===== src/rtl/vga_cmd_dma.sv =====
// vga_cmd_dma: register-programmed DMA that streams 32-bit VGA command words
// from memory into the VGA command AXI-Stream port through a prefetch FIFO.
module vga_cmd_dma #(
    parameter int FIFO_DEPTH = 4,
    parameter int CNT_W      = 16
) (
    input  logic        clk,
    input  logic        reset_i,
    input  logic        reg_sel_i,
    input  logic        reg_we_i,
    input  logic [1:0]  reg_addr_i,
    input  logic [31:0] reg_data_i,
    output logic [31:0] reg_data_o,
    output logic        mem_req_o,
    output logic [31:0] mem_addr_o,
    input  logic        mem_ack_i,
    input  logic [31:0] mem_data_i,
    output logic        cmd_axis_tvalid_o,
    input  logic        cmd_axis_tready_i,
    output logic [31:0] cmd_axis_tdata_o,
    output logic        busy_o,
    output logic        done_o
);
    localparam int PTR_W = $clog2(FIFO_DEPTH);
    localparam int OCC_W = PTR_W + 1;

    typedef enum logic [1:0] {IDLE, FETCH, DRAIN} state_t;

    state_t           state;
    logic [31:0]      src_q;
    logic [CNT_W-1:0] cnt_q;
    logic             done_s;
    logic             aborted_s;
    logic             start_err_s;
    logic [31:0]      addr_q;
    logic [CNT_W-1:0] req_left_q;
    logic [CNT_W-1:0] rem_q;
    logic             ret_vld_p1;
    logic [31:0]      fifo_mem [FIFO_DEPTH];
    logic [PTR_W-1:0] wr_ptr;
    logic [PTR_W-1:0] rd_ptr;
    logic [OCC_W-1:0] fifo_cnt;

    logic             ctrl_wr;
    logic             start_req;
    logic             abort_req;
    logic             ack_ok;
    logic             pop;
    logic [OCC_W-1:0] occ;
    logic [CNT_W-1:0] rem_next;

    assign ctrl_wr   = reg_sel_i && reg_we_i && (reg_addr_i == 2'd2);
    assign start_req = ctrl_wr && reg_data_i[0] && !reg_data_i[1];
    assign abort_req = ctrl_wr && reg_data_i[1];

    // Slots already spoken for: words held plus a word returning this cycle.
    assign occ        = fifo_cnt + OCC_W'(ret_vld_p1);
    assign mem_req_o  = (state == FETCH) && (req_left_q != '0) && (occ < OCC_W'(FIFO_DEPTH));
    assign mem_addr_o = addr_q;
    assign ack_ok     = mem_req_o && mem_ack_i;

    assign cmd_axis_tvalid_o = (fifo_cnt != '0);
    assign cmd_axis_tdata_o  = cmd_axis_tvalid_o ? fifo_mem[rd_ptr] : '0;
    assign pop               = cmd_axis_tvalid_o && cmd_axis_tready_i;
    assign rem_next          = rem_q - CNT_W'(pop);
    assign busy_o            = (state != IDLE);

    // Register read mux; remaining count shows the value before any pop this cycle.
    always_comb begin
        reg_data_o = '0;
        case (reg_addr_i)
            2'd0:    reg_data_o = src_q;
            2'd1:    reg_data_o[CNT_W-1:0] = cnt_q;
            2'd2:    reg_data_o = {16'(rem_q), 12'd0, start_err_s, aborted_s, done_s, busy_o};
            default: reg_data_o = '0;
        endcase
    end

    // FIFO storage carries data only, so it is written without reset.
    always_ff @(posedge clk) begin
        if (ret_vld_p1)
            fifo_mem[wr_ptr] <= mem_data_i;
    end

    // Control FSM: registers, fetch sequencing, FIFO pointers and completion/abort.
    always_ff @(posedge clk or posedge reset_i) begin
        if (reset_i) begin
            state       <= IDLE;
            src_q       <= '0;
            cnt_q       <= '0;
            done_s      <= 1'b0;
            aborted_s   <= 1'b0;
            start_err_s <= 1'b0;
            addr_q      <= '0;
            req_left_q  <= '0;
            rem_q       <= '0;
            ret_vld_p1  <= 1'b0;
            wr_ptr      <= '0;
            rd_ptr      <= '0;
            fifo_cnt    <= '0;
            done_o      <= 1'b0;
        end else begin
            done_o     <= 1'b0;
            ret_vld_p1 <= ack_ok;

            if (reg_sel_i && reg_we_i && reg_addr_i == 2'd0)
                src_q <= {reg_data_i[31:2], 2'b00};
            if (reg_sel_i && reg_we_i && reg_addr_i == 2'd1)
                cnt_q <= reg_data_i[CNT_W-1:0];

            if (ret_vld_p1)
                wr_ptr <= wr_ptr + PTR_W'(1);
            if (pop)
                rd_ptr <= rd_ptr + PTR_W'(1);
            fifo_cnt <= fifo_cnt + OCC_W'(ret_vld_p1) - OCC_W'(pop);

            case (state)
                IDLE: begin
                    if (start_req) begin
                        done_s      <= 1'b0;
                        aborted_s   <= 1'b0;
                        start_err_s <= 1'b0;
                        addr_q      <= src_q;
                        req_left_q  <= cnt_q;
                        rem_q       <= cnt_q;
                        // An empty block skips fetching and completes from DRAIN.
                        state       <= (cnt_q == '0) ? DRAIN : FETCH;
                    end
                end
                default: begin
                    if (start_req)
                        start_err_s <= 1'b1;
                    if (ack_ok) begin
                        addr_q     <= addr_q + 32'd4;
                        req_left_q <= req_left_q - CNT_W'(1);
                        if (req_left_q == CNT_W'(1))
                            state <= DRAIN;
                    end
                    rem_q <= rem_next;
                    if (rem_next == '0) begin
                        state  <= IDLE;
                        done_o <= 1'b1;
                        done_s <= 1'b1;
                    end
                    // Abort overrides everything: drop the pending return and flush.
                    if (abort_req) begin
                        state      <= IDLE;
                        done_o     <= 1'b0;
                        done_s     <= 1'b0;
                        aborted_s  <= 1'b1;
                        ret_vld_p1 <= 1'b0;
                        wr_ptr     <= '0;
                        rd_ptr     <= '0;
                        fifo_cnt   <= '0;
                    end
                end
            endcase
        end
    end

endmodule


===== config.mk =====
export PLATFORM = sky130hd
export DESIGN_NAME = vga_cmd_dma
export DESIGN_NICKNAME = d
export VERILOG_FILES = /design/src/rtl/vga_cmd_dma.sv
export SDC_FILE = /design/constraint.sdc
export NUM_CORES = 1
export LEC_CHECK = 0
export CORE_ASPECT_RATIO = 1.1
export CORE_UTILIZATION = 42
export CTS_CLUSTER_SIZE = 24
export DETAILED_ROUTE_END_ITERATION = 6
export DONT_BUFFER_PORTS = 1
export GPL_TIMING_DRIVEN = 0
export PLACE_DENSITY = 0.63
export SYNTH_ARGS = -nofsm -noshare
export SYNTH_HDL_FRONTEND = slang
export SYNTH_SLANG_ARGS = --single-unit

===== constraint.sdc =====
create_clock -name clk -period 10.55 [get_ports clk]
set_input_delay 3.165 -clock clk [delete_from_list [all_inputs] [get_ports clk]]
set_output_delay 3.165 -clock clk [all_outputs]
set_load 0.05 [all_outputs]

After elaboration in Yosys (flattened, before gate mapping). Memory sizes are Yosys's and may differ from the RTL's. Index checks and enable logic that the tools add are counted.

Add/sub/neg operators: 7. $lt $le $gt $ge: 1. Eq/ne operators: 5. Mux-type cells: 40. Reduce and logical (&&, ||, !) cells: 28.

Operators by type and width (number): 32-bit two-way mux (4); 16-bit two-way mux (4); 16-bit one-hot mux with 3 select lines (1); 32-bit by 3-bit adder with 32-bit output (second input constant) (1); 16-bit zero test (2); 16-bit one-hot mux with 2 select lines (1); 2-bit two-way mux (13); 16-bit by 1-bit == test with 1-bit output (second input constant) (1); 16-bit nonzero test (1); 16-bit by 1-bit subtractor with 16-bit output (1); 16-bit by 1-bit subtractor with 16-bit output (second input constant) (1); 1-bit two-way mux (15); 1-bit logical AND (11); 4-bit nonzero test (2); 3-bit two-way mux (2); 2-bit AND reduction (3); 2-bit nonzero test (3); 3-bit nonzero test (2); 2-bit by 1-bit adder with 2-bit output (second input constant) (2); 2-bit by 1-bit == test with 1-bit output (second input constant) (2); 2-bit zero test (2); 3-bit by 1-bit adder with 3-bit output (1); 3-bit < comparator (second input constant) (1); 3-bit AND reduction (1); 4 further kinds (4).

Register bits: 124. RAM bits: 128. Logic and storage cells: 96. Memories kept: 1.

Memories: fifo_mem (depth 4, bits a word 32, rd ports 1, clocked after memory_dff 0, wr ports 1, RTL line 39) `logic [31:0] fifo_mem [FIFO_DEPTH];`.

Longest topological paths before layout. Gate-level depths: netlist of the first run.

Word-level depth: 8. Depth in mapped cells: 11. Gate-level depth less buffers: 10.

Least setup slack after synthesis of the first run. Ideal clock, no wire load.

Kind: input -> output. Start: input reg_addr_i[1]. End: output reg_data_o[2]. Arrival: 5.048 ns. Data required time: 7.385 ns. Path slack: 2.337 ns. Cell stages on the path: 4. Path buffers: 2. Cell sequence: clkbuf_1 > buf_1 > mux2i_1 > o21ai_0.

Longest elaborated chain between the ends: 2.

RTL lines: start, declared (RTL line 11) `input logic [1:0] reg_addr_i,`; 2-bit == test (tied with other cells) (RTL line 71) `case (reg_addr_i)`; 16-bit one-hot mux with 3 select lines * (RTL line 71); end, declared (RTL line 13) `output logic [31:0] reg_data_o,`.

Every way passes the cells marked *; elsewhere a longest branch is shown, timed or not.

Worst setup path after layout of the first run. Ends and elaborated chain as after synthesis.

==> metrics.md, run 1 <==
| Metric | Value |
|---|---|
| Status | `finished clean` |
| Hold Buf Count CTS | `0` |
| Initial Util | `0.4316` |
| Via-to-Cell Ratio | `5.911` |
| Critical path's slowest cell | `o21ai_1` |
| Critical path data required time | `7390 ps` |
| Post-CTS setup buffer count | `0` |
| TNS Setup | `0 ps` |
| Maximum clock path buffer count | `3` |
| Post-synthesis sequential area ratio | `0.5859` |
| GRT Residual Overflow | `0` |
| Overall power | `0.003783 W` |
| Crit-path cells | `clkbuf_1, buf_1, mux2i_1, o21ai_1` |
| Critical Setup Path Class | `in -> out` |
| RSZ-0062 raised after global routing | `no` |
| CTS tree | `built` |
| Tcrit/Tclk final | `0.7913` |
| Clock slew at reported path FFs | `60 ps` |
| Final HPWL DP | `22,850 um` |
| Most common cell after layout, fill and taps aside | `edfxtp_1` |
| DR pass1 iterations | `5` |
| GRT Total Usage | `0.2255` |
| Htree depth | `1` |
| Post-route ant nets | `0` |
| Fin. Hold Viols | `0` |
| Cts repair resizes | `0` |
| Antenna cell count | `0` |
| Via count | `8,110` |
| Crit-path max cell delay | `810 ps` |
| Mapped Cells | `964` |
| Die width | `161.6 um` |
| Leakage | `4.857 nW` |
| Final setup fails | `0` |
| Total I/O pin count | `172` |
| Min cycle time layout | `8348 ps` |
| Number of synthesized register bits | `250` |
| First-pass GRT wire length | `49,180 um` |
| Crit start category | `input pin` |
| Clock sinks | `250` |
| Met2 WL | `15,660 um` |
| CP arrival | `5180 ps` |
| CP Capture Type | `primary output` |
| Asr flop ratio synth | `0.4880` |
| Nets@finish | `1,081` |
| Inserted Clock Buffers | `27` |
| Unique masters post-synth | `68` |
| Worst hold path class | `reg -> reg` |
| Fmax achieved | `119.8 MHz` |
| Top_reg_cell synth | `edfxtp_1` |
| Layout cells sized above 1 | `0.1360` |
| Highest metal used | `met4` |
| Worst Tran Pin Value | `1489 ps` |
| Max VDD drop | `169.1 uV` |
| Core area | `0.02727 mm2` |
| # placed instances | `1,323` |
| Avg Inst Size Synth | `12.21 um2` |
| Max-slew violations | `0` |
| Worst reg2reg setup slack | `7370 ps` |
| M1 wire length | `12,270 um` |
| Placer Congestion | `0.9567` |
| Pwr Density | `287.3 mW/mm2` |
| Layout Cells excl Fill | `1,372` |
| Number of placement rows | `63` |
| Commonest cells after routing, fill and taps aside | `edfxtp_1, dfrtp_1, nor2_1` |
| # port buffers | `0` |
| Drt total wl | `31,980 um` |
| Largest net degree at the start of global routing | `96` |
| Die Area | `0.02870 mm2` |
| P&R area growth vs syn | `11.86%` |
| Die height | `177.6 um` |
| Worst skew pair latency | `530 ps` |
| WL/cell | `23.31 um` |
| Setup Skew | `9.132 ps` |
| Fill cell count | `2,462` |
| Hold slack | `520.5 ps` |
| DR DRC count | `0` |
| Metal3 WL | `2814 um` |
| Vias in the first global route | `8,185` |
| Max cap viols | `0` |
| Root Driver | `clkbuf_16` |
| Slew headroom | `0.007345` |
| Initial antenna violation count | `0` |
| Iteration-0 DRC Markers | `585` |
| Worst-path maximum fanout | `10` |
| Yosys warning total | `0` |
| Number of synthesized flops with an enable pin | `128` |
| Post-synthesis cell area | `0.01177 mm2` |
metrics by stage:
stage,worst slack [ps],area [um2],utilization
detailed placement,2158,12260,0.4497
finish,2202,13170,0.4828
CTS,2160,13170,0.4828
global route,2112,13170,0.4828
global placement,1747,12220,0.4481
floorplan,2337,11770,-
cells in the mapped netlist, drive strengths merged (4+ instances only):
| cell type | instances | area, um2 |
|---|---|---|
| xnor2 | 9 | 78.83 |
| dfrtp | 122 | 3053 |
| nor3 | 21 | 121.4 |
| or3 | 5 | 31.28 |
| a211oi | 4 | 30.03 |
| buf | 10 | 46.29 |
| and4 | 6 | 52.55 |
| nor2 | 81 | 306.6 |
| edfxtp | 128 | 3844 |
| nor2b | 5 | 31.28 |
| mux2 | 46 | 518.0 |
| nor4 | 13 | 102.6 |
| clkbuf | 48 | 180.2 |
| o22ai | 13 | 81.33 |
| o21ai | 57 | 285.3 |
| nand3 | 26 | 130.1 |
| ha | 14 | 175.2 |
| mux2i | 34 | 340.3 |
| and2 | 44 | 275.3 |
| mux4 | 32 | 720.7 |
| nand2 | 66 | 247.7 |
| a31oi | 6 | 37.54 |
| a21oi | 66 | 330.3 |
| and3 | 11 | 68.82 |
| inv | 20 | 75.07 |
| nand4 | 20 | 125.1 |
power by group:
| group | switching (W) | internal (W) | leakage (nW) |
|---|---|---|---|
| clock | 0.000380 | 0.000586 | 0.444 |
| combinational | 0.000812 | 0.000368 | 1.82 |
| sequential | 0.000433 | 0.00120 | 2.59 |
| total | 0.00163 | 0.00216 | 4.86 |
metal layers:
metal	up-vias	GRT usage
li1	3659	-
met1	3999	0.2693
met2	360	0.3885
met3	92	0.05842
met4	0	0.08923
met5	-	0
critical path, delay by kind of cell:
kind	cells	cell delay, ps
AOI/OAI and AO/OA	1	810
buffers and inverters	2	1030
muxes	1	170
registers in the layout, summed over array words and instances, names as in the netlist:
name	count
cnt_q	16
done_s	1
done_o	1
rem_q	16
state	2
fifo_cnt	3
mem_addr_o	30
start_err_s	1
fifo_mem	128
ret_vld_p1	1
req_left_q	16
aborted_s	1
rd_ptr	2
src_q	30
wr_ptr	2
final cells by class:
type,count,area (um2),area share
plain buffers,58,226.5,0.01720
clock buffers,29,683.2,0.05189
clock inverters,20,219.0,0.01663
inverters,20,80.08,0.006082
multi-input cells,637,4587,0.3484
flip-flops and latches,250,6897,0.5238
well taps,357,446.7,0.03393
repair buffers,1,27.53,0.002091
cells by family after synthesis:
group | Yosys count | synth area share
compound gates | 182 | 0.09153
mux | 112 | 0.1342
buf+inv | 78 | 0.02562
xor+xnor | 12 | 0.008930
fa+ha+maj | 14 | 0.01488
other cells | 1 | 0.0003186
flops | 250 | 0.5859
simple gates | 315 | 0.1386
final timing paths:
path,startpoint,end,cells past startpoint
worst max-delay path,reg_addr_i[1],reg_data_o[2],4
worst min-delay path,aborted_s$_DFFE_PP0P_,aborted_s$_DFFE_PP0P_,2
worst max register to register,fifo_cnt[2]$_DFF_PP0_,state[1]$_DFFE_PP0P_,11
worst min register to register,aborted_s$_DFFE_PP0P_,aborted_s$_DFFE_PP0P_,2
max in group asynchronous,reset_i,src_q[15]$_DFFE_PP0P_,2
min in group asynchronous,reset_i,cnt_q[6]$_DFFE_PP0P_,1
Power figures use the tool's default switching activity.
==> run 2, diff against run 1 <==
PLACE_DENSITY = 0.66   (was 0.63)
clock period = 7.5 ns   (was 10.55 ns; I/O delays follow)
==> run 2 against run 1 <==
  * Final area decreased by 0.55%
  * Count of clock-buffer cells in the layout increased by 7
  * Via count increased by 0.67%
  * Flip-flop and latch count unchanged
  * Global-route usage decreased by 0.12 points
  * Worst hold slack got worse by 17 ps
  * Die area unchanged
  * Largest power group unchanged
  * Worst setup slack got worse by 1200 ps
  * Largest cell class unchanged
==> metrics.md, run 2 (same netlist as run 1, synthesis figures left out) <==
| Metric | Value |
|---|---|
| Max VDD drop | `209.9 uV (+24%)` |
| Pwr Density | `399.3 mW/mm2 (+39%)` |
| Inserted Clock Buffers | `26 (-3.7%)` |
| Most common cell after layout, fill and taps aside | `edfxtp_1` |
| TNS Setup | `0 ps (unchanged)` |
| P&R area growth vs syn | `11.25%` |
| Commonest cells after routing, fill and taps aside | `edfxtp_1, dfrtp_1, nor2_1` |
| Status | `finished clean` |
| Core area | `0.02727 mm2 (unchanged)` |
| Fill cell count | `2,497 (+1.4%)` |
| Die height | `177.6 um (unchanged)` |
| Worst path buffer plus inverter count | `2 (unchanged)` |
| Critical Setup Path Class | `in -> out` |
| Fin util | `0.4801 (-0.002661)` |
| Hold path cells | `2 (unchanged)` |
| Total I/O pin count | `172 (unchanged)` |
| Crit start category | `input pin` |
| Clock sinks | `250 (unchanged)` |
| Maximum clock path buffer count | `3 (unchanged)` |
| Reg2Reg Launch Point | `fifo_cnt[2]$_DFF_PP0_` |
| Die width | `161.6 um (unchanged)` |
| Fmax achieved | `153.7 MHz` |
| Drt total wl | `31,710 um (-0.82%)` |
| DR pass1 iterations | `5 (unchanged)` |
| Nets@finish | `1,080 (-0.093%)` |
| Slew headroom | `0.03483 (+0.02749)` |
| Via count | `8,164 (+0.67%)` |
| Worst skew pair latency | `540 ps (about the same)` |
| Htree depth | `1 (unchanged)` |
| Antenna cell count | `0 (unchanged)` |
| WL/cell | `23.17 um (-0.60%)` |
| Largest net degree at the start of global routing | `69 (-28%)` |
| Die Area | `0.02870 mm2 (unchanged)` |
| Max cap viols | `0 (unchanged)` |
| Post-CTS setup buffer count | `0 (unchanged)` |
| Final setup fails | `0 (unchanged)` |
| Reg area | `0.006897 mm2 (unchanged)` |
| R2R cell count | `11 (unchanged)` |
| Clock slew at reported path FFs | `60 ps (about the same)` |
| Number of placement rows | `63 (unchanged)` |
| Reg2reg end | `state[1]$_DFFE_PP0P_` |
| Crit-path cells | `clkbuf_1, buf_1, mux2i_1, nor2_1` |
| Leakage | `4.819 nW (-0.79%)` |
| Multi-input gate area | `0.004587 mm2 (unchanged)` |
| CTS tree | `built` |
| Tcrit/Tclk final | `0.8673` |
| Stages on worst setup path | `4 (unchanged)` |
| Worst min-delay path startpoint | `aborted_s$_DFFE_PP0P_` |
| Max-slew violations | `0 (unchanged)` |
| Number of flip-flops under the largest register name | `128 (unchanged)` |
| First-pass GRT wire length | `48,710 um (-0.97%)` |
| Worst-path maximum fanout | `10 (unchanged)` |
| Fin. Hold Viols | `0 (unchanged)` |
| Crit-path max cell delay | `780 ps (-30 ps)` |
| DR DRC count | `0 (unchanged)` |
| Iteration-0 DRC Markers | `600 (+2.6%)` |
| Worst hold path class | `reg -> reg` |
| Top delay family on crit path | `buffers and inverters` |
| CP arrival | `4250 ps (-930 ps)` |
| Post-route ant nets | `0 (unchanged)` |
| # port buffers | `0 (unchanged)` |
| Min cycle time layout | `6504 ps` |
| Cts repair resizes | `0 (unchanged)` |
| Critical path data required time | `5250 ps (-2140 ps)` |
| Initial Util | `0.4316 (unchanged)` |
| Worst reg2reg setup slack | `4380 ps (-2990 ps)` |
| Setup Skew | `12.31 ps (+3.181 ps)` |
| Biggest register | `fifo_mem` |
| Worst Tran Pin Value | `1448 ps (-41.23 ps)` |
| Hold Buf Count CTS | `0 (unchanged)` |
| GRT Residual Overflow | `0 (unchanged)` |
| Layout cells sized above 1 | `0.1324 (-0.003550)` |
| Vias in the first global route | `8,180 (-0.061%)` |
| Placer Congestion | `0.9274 (-3.1%)` |
| Initial antenna violation count | `0 (unchanged)` |
| Via-to-Cell Ratio | `5.963 (+0.89%)` |
| RSZ-0062 raised after global routing | `no` |
| GRT Total Usage | `0.2244 (-0.001154)` |
| Root Driver | `clkbuf_16` |
| Hold EP | `aborted_s$_DFFE_PP0P_` |
| CP Capture Type | `primary output` |
| Critical path's slowest cell | `nor2_1` |
| Final HPWL DP | `22,880 um (+0.11%)` |
==> run 2: changes by cell type in the layout (fill, tap and decap cells not counted), sizes merged <==
cell / change
clkbuf: +7
clkinv: -6
clkinvlp: -1
bufinv: -3
==> run 2: worst max path at each step <==
stage               slack [ps]                    end          start
floorplan                 1120          reg_data_o[2]  reg_addr_i[1]
global placement           470  src_q[24]$_DFFE_PP0P_        reset_i
detailed placement        1030         reg_data_o[21]  reg_addr_i[1]
CTS                       1030         reg_data_o[21]  reg_addr_i[1]
global route               930         reg_data_o[21]  reg_addr_i[1]
finish                    1000         reg_data_o[26]  reg_addr_i[1]
==> run 2: per-layer routing <==
metal | GRT usage | part of all wire | up-vias
met5 | 0 | 0 | -
met4 | 0.1046 | 0.051 | 0
met3 | 0.06357 | 0.099 | 95
met2 | 0.3728 | 0.47 | 417
met1 | 0.2698 | 0.38 | 3984
li1 | - | - | 3668
==> run 2: worst min-delay path: cells and delay by family, from the launching register on <==
family	cells	cell delay, ps
and+or+nand+nor	2	120
DFF	1	350
==> run 2: cell type report <==
type                       count  share of cell area
inverter                      20            0.006116
tap                          357             0.03411
clock inverter                10            0.008505
sequential                   250              0.5267
timing repair buffer           1            0.002102
multi-input combinational    637              0.3503
clock buffer                  36             0.05485
buffer                        58             0.01730
==> run 2: metrics by stage <==
stage | setup slack, ps | hold slack, ps | instance area, um2 | cells | power, W
6_report | 995.5 | 503.9 | 13090 | 1369 | 0.005229
2_1_floorplan | 1117 | 448.2 | 11770 | 965 | 0.003609
3_3_place_gp | 466.8 | 489.8 | 12220 | 1322 | 0.003965
4_1_cts | 1027 | 511.1 | 13090 | 1369 | 0.005262
3_5_place_dp | 1033 | 496.1 | 12260 | 1323 | 0.003996
5_1_grt | 932.5 | 558.8 | 13090 | 1369 | 0.005484
==> run 2: where the power goes <==
group | total [W] | switching (W) | internal (W) | leakage (nW)
clock | 0.00126 | 0.000527 | 0.000736 | 0.406
combinational | 0.00167 | 0.00115 | 0.000519 | 1.82
sequential | 0.00230 | 0.000606 | 0.00169 | 2.59
==> run 3, diff against run 2 <==
CORE_UTILIZATION = 55   (was 42)
PLACE_DENSITY = 0.8   (was 0.66)
==> run 3 against run 2 <==
  * Non-clock buffer count stayed put
  * Worst setup slack gained 59 ps
  * Global-route usage up 5.7 points
  * Clock skew increased by 3.9 ps
  * Power decreased by 0.66%
  * Critical endpoint is now reg_data_o[2]
==> metrics.md, run 3 (same netlist as run 1, synthesis figures left out) <==
| Metric | Value |
|---|---|
| DR DRC count | `0 (unchanged)` |
| Core area | `0.02078 mm2 (-24%)` |
| Number of placement rows | `55 (-13%)` |
| First-pass GRT wire length | `47,260 um (-3.0%)` |
| Drt total wl | `30,640 um (-3.4%)` |
| Leakage | `4.798 nW (-0.44%)` |
| Total I/O pin count | `172 (unchanged)` |
| Reg2reg end | `state[1]$_DFFE_PP0P_` |
| DR pass1 iterations | `6 (+1)` |
| GRT Residual Overflow | `0 (unchanged)` |
| Final instance area | `0.01296 mm2 (-1.0%)` |
| CP arrival | `4200 ps (-50 ps)` |
| Via-to-Cell Ratio | `6.405 (+7.4%)` |
| Die Area | `0.02199 mm2 (-23%)` |
| Die height | `155.4 um (-12%)` |
| CTS tree | `built` |
| Pwr Density | `400.7 mW/mm2 (+0.35%)` |
| CP Capture Point | `reg_data_o[2]` |
| Initial antenna violation count | `1 (+1)` |
| Post-CTS setup buffer count | `0 (unchanged)` |
| Max-slew violations | `0 (unchanged)` |
| Clock slew at reported path FFs | `60 ps (about the same)` |
| Vias in the first global route | `8,297 (+1.4%)` |
| Max cap viols | `0 (unchanged)` |
| Initial Util | `0.5663 (+0.1348)` |
| Htree depth | `1 (unchanged)` |
| Biggest register | `fifo_mem` |
| Placement-stage cell area | `0.01217 mm2 (-0.73%)` |
| Die width | `141.5 um (-12%)` |
| Maximum clock path buffer count | `3 (unchanged)` |
| WL/cell | `23.64 um (+2.1%)` |
| Fill cell count | `1,628 (-35%)` |
| Multi-input gate area | `0.004587 mm2 (unchanged)` |
| Worst reg2reg setup slack | `4220 ps (-160 ps)` |
| RSZ-0062 raised after global routing | `no` |
| Commonest cells after routing, fill and taps aside | `edfxtp_1, dfrtp_1, nor2_1` |
| Iteration-0 DRC Markers | `818 (+36%)` |
| Layout cells sized above 1 | `0.1327 (+0.0002622)` |
| Final HPWL DP | `21,560 um (-5.7%)` |
| Reg area | `0.006897 mm2 (unchanged)` |
| Layout Cells excl Fill | `1,296 (-5.3%)` |
| Critical path data required time | `5250 ps (about the same)` |
| Placer Congestion | `0.9832 (+6.0%)` |
| Via count | `8,301 (+1.7%)` |
| Min cycle time layout | `6446 ps (-58.68 ps)` |
| Clock sinks | `250 (unchanged)` |
| Fin. Hold Viols | `0 (unchanged)` |
| CP startpoint | `reg_addr_i[1]` |
| Hold Buf Count CTS | `0 (unchanged)` |
| Reg2Reg Launch Point | `fifo_cnt[2]$_DFF_PP0_` |
| Final setup fails | `0 (unchanged)` |
| Slew headroom | `0.07697 (+0.04214)` |
| Inserted Clock Buffers | `25 (-3.8%)` |
| Status | `finished clean` |
| TNS Setup | `0 ps (unchanged)` |
| Cts repair resizes | `0 (unchanged)` |
| Max VDD drop | `255.8 uV (+22%)` |
| Nets@finish | `1,079 (-0.093%)` |
| Setup Skew | `16.17 ps (+3.858 ps)` |
| Worst-path maximum fanout | `10 (unchanged)` |
| # placed instances | `1,251 (-5.4%)` |
| Critical Setup Path Class | `in -> out` |
| Root Driver | `clkbuf_16` |
| Largest net degree at the start of global routing | `81 (+17%)` |
| Number of flip-flops under the largest register name | `128 (unchanged)` |
| GRT Total Usage | `0.2817 (+0.05735)` |
| P&R area growth vs syn | `10.13%` |
| R2R cell count | `11 (unchanged)` |
| Fmax achieved | `155.1 MHz (+0.91%)` |
| Worst hold path class | `reg -> reg` |
| Worst skew pair latency | `520 ps (-20 ps)` |
| Post-route ant nets | `0 (unchanged)` |
| Most common cell after layout, fill and taps aside | `edfxtp_1` |
| CP Capture Type | `primary output` |
| # port buffers | `0 (unchanged)` |
| Crit start category | `input pin` |
| Tcrit/Tclk final | `0.8594 (-0.007823)` |
| Worst Tran Pin Value | `1381 ps (-66.83 ps)` |
## run 3: how the worst min path moves through the flow
stage / from / endpoint / slack (ps) / cells after the start
floorplan: done_s$_DFFE_PP0P_ / done_s$_DFFE_PP0P_ / 450 / 2
finish: done_s$_DFFE_PP0P_ / done_s$_DFFE_PP0P_ / 490 / 2
global placement: done_s$_DFFE_PP0P_ / done_s$_DFFE_PP0P_ / 480 / 2
detailed placement: done_s$_DFFE_PP0P_ / done_s$_DFFE_PP0P_ / 490 / 2
CTS: done_s$_DFFE_PP0P_ / done_s$_DFFE_PP0P_ / 500 / 2
global route: done_s$_DFFE_PP0P_ / done_s$_DFFE_PP0P_ / 530 / 2
## run 3: where the power goes
part           switching (W)  leakage, nW  total [W]  internal, W
Sequential          0.000608         2.59    0.00230      0.00169
Clock               0.000504        0.385    0.00122     0.000712
Combinational        0.00116         1.82    0.00168     0.000520
Total                0.00227         4.80    0.00519      0.00292
## run 3: routing by layer
metal / GRT usage / up-vias / wire [um]
li1: - / 3671 / -
met2: 0.4686 / 464 / 14720
met5: 0 / - / 0
met4: 0.1408 / 0 / 1518
met1: 0.3424 / 4061 / 11190
met3: 0.07141 / 105 / 3206
## run 3: final cells by class
class,instances,area share
flip-flops and latches,250,0.5320
diodes,1,0.0001931
repair buffers,1,0.002124
well taps,285,0.02751
clock buffers,30,0.04971
multi-input cells,637,0.3539
inverters,20,0.006178
plain buffers,58,0.01747
clock inverters,14,0.01091
## run 3: per-stage QoR
stage	util	hold WS, ps	worst slack, ps	power [W]
floorplan	-	448.2	1117	0.003609
global placement	0.5837	478.6	624.4	0.003933
detailed placement	0.5858	488.5	1045	0.003983
CTS	0.6236	503.7	1042	0.005192
global route	0.6236	528.2	994.1	0.005420
finish	0.6237	494.6	1054	0.005195
## run 3: critical path: stages
cell	delay (ps)
clkbuf_1	230
buf_1	730
mux2i_1	170
o21ai_1	810
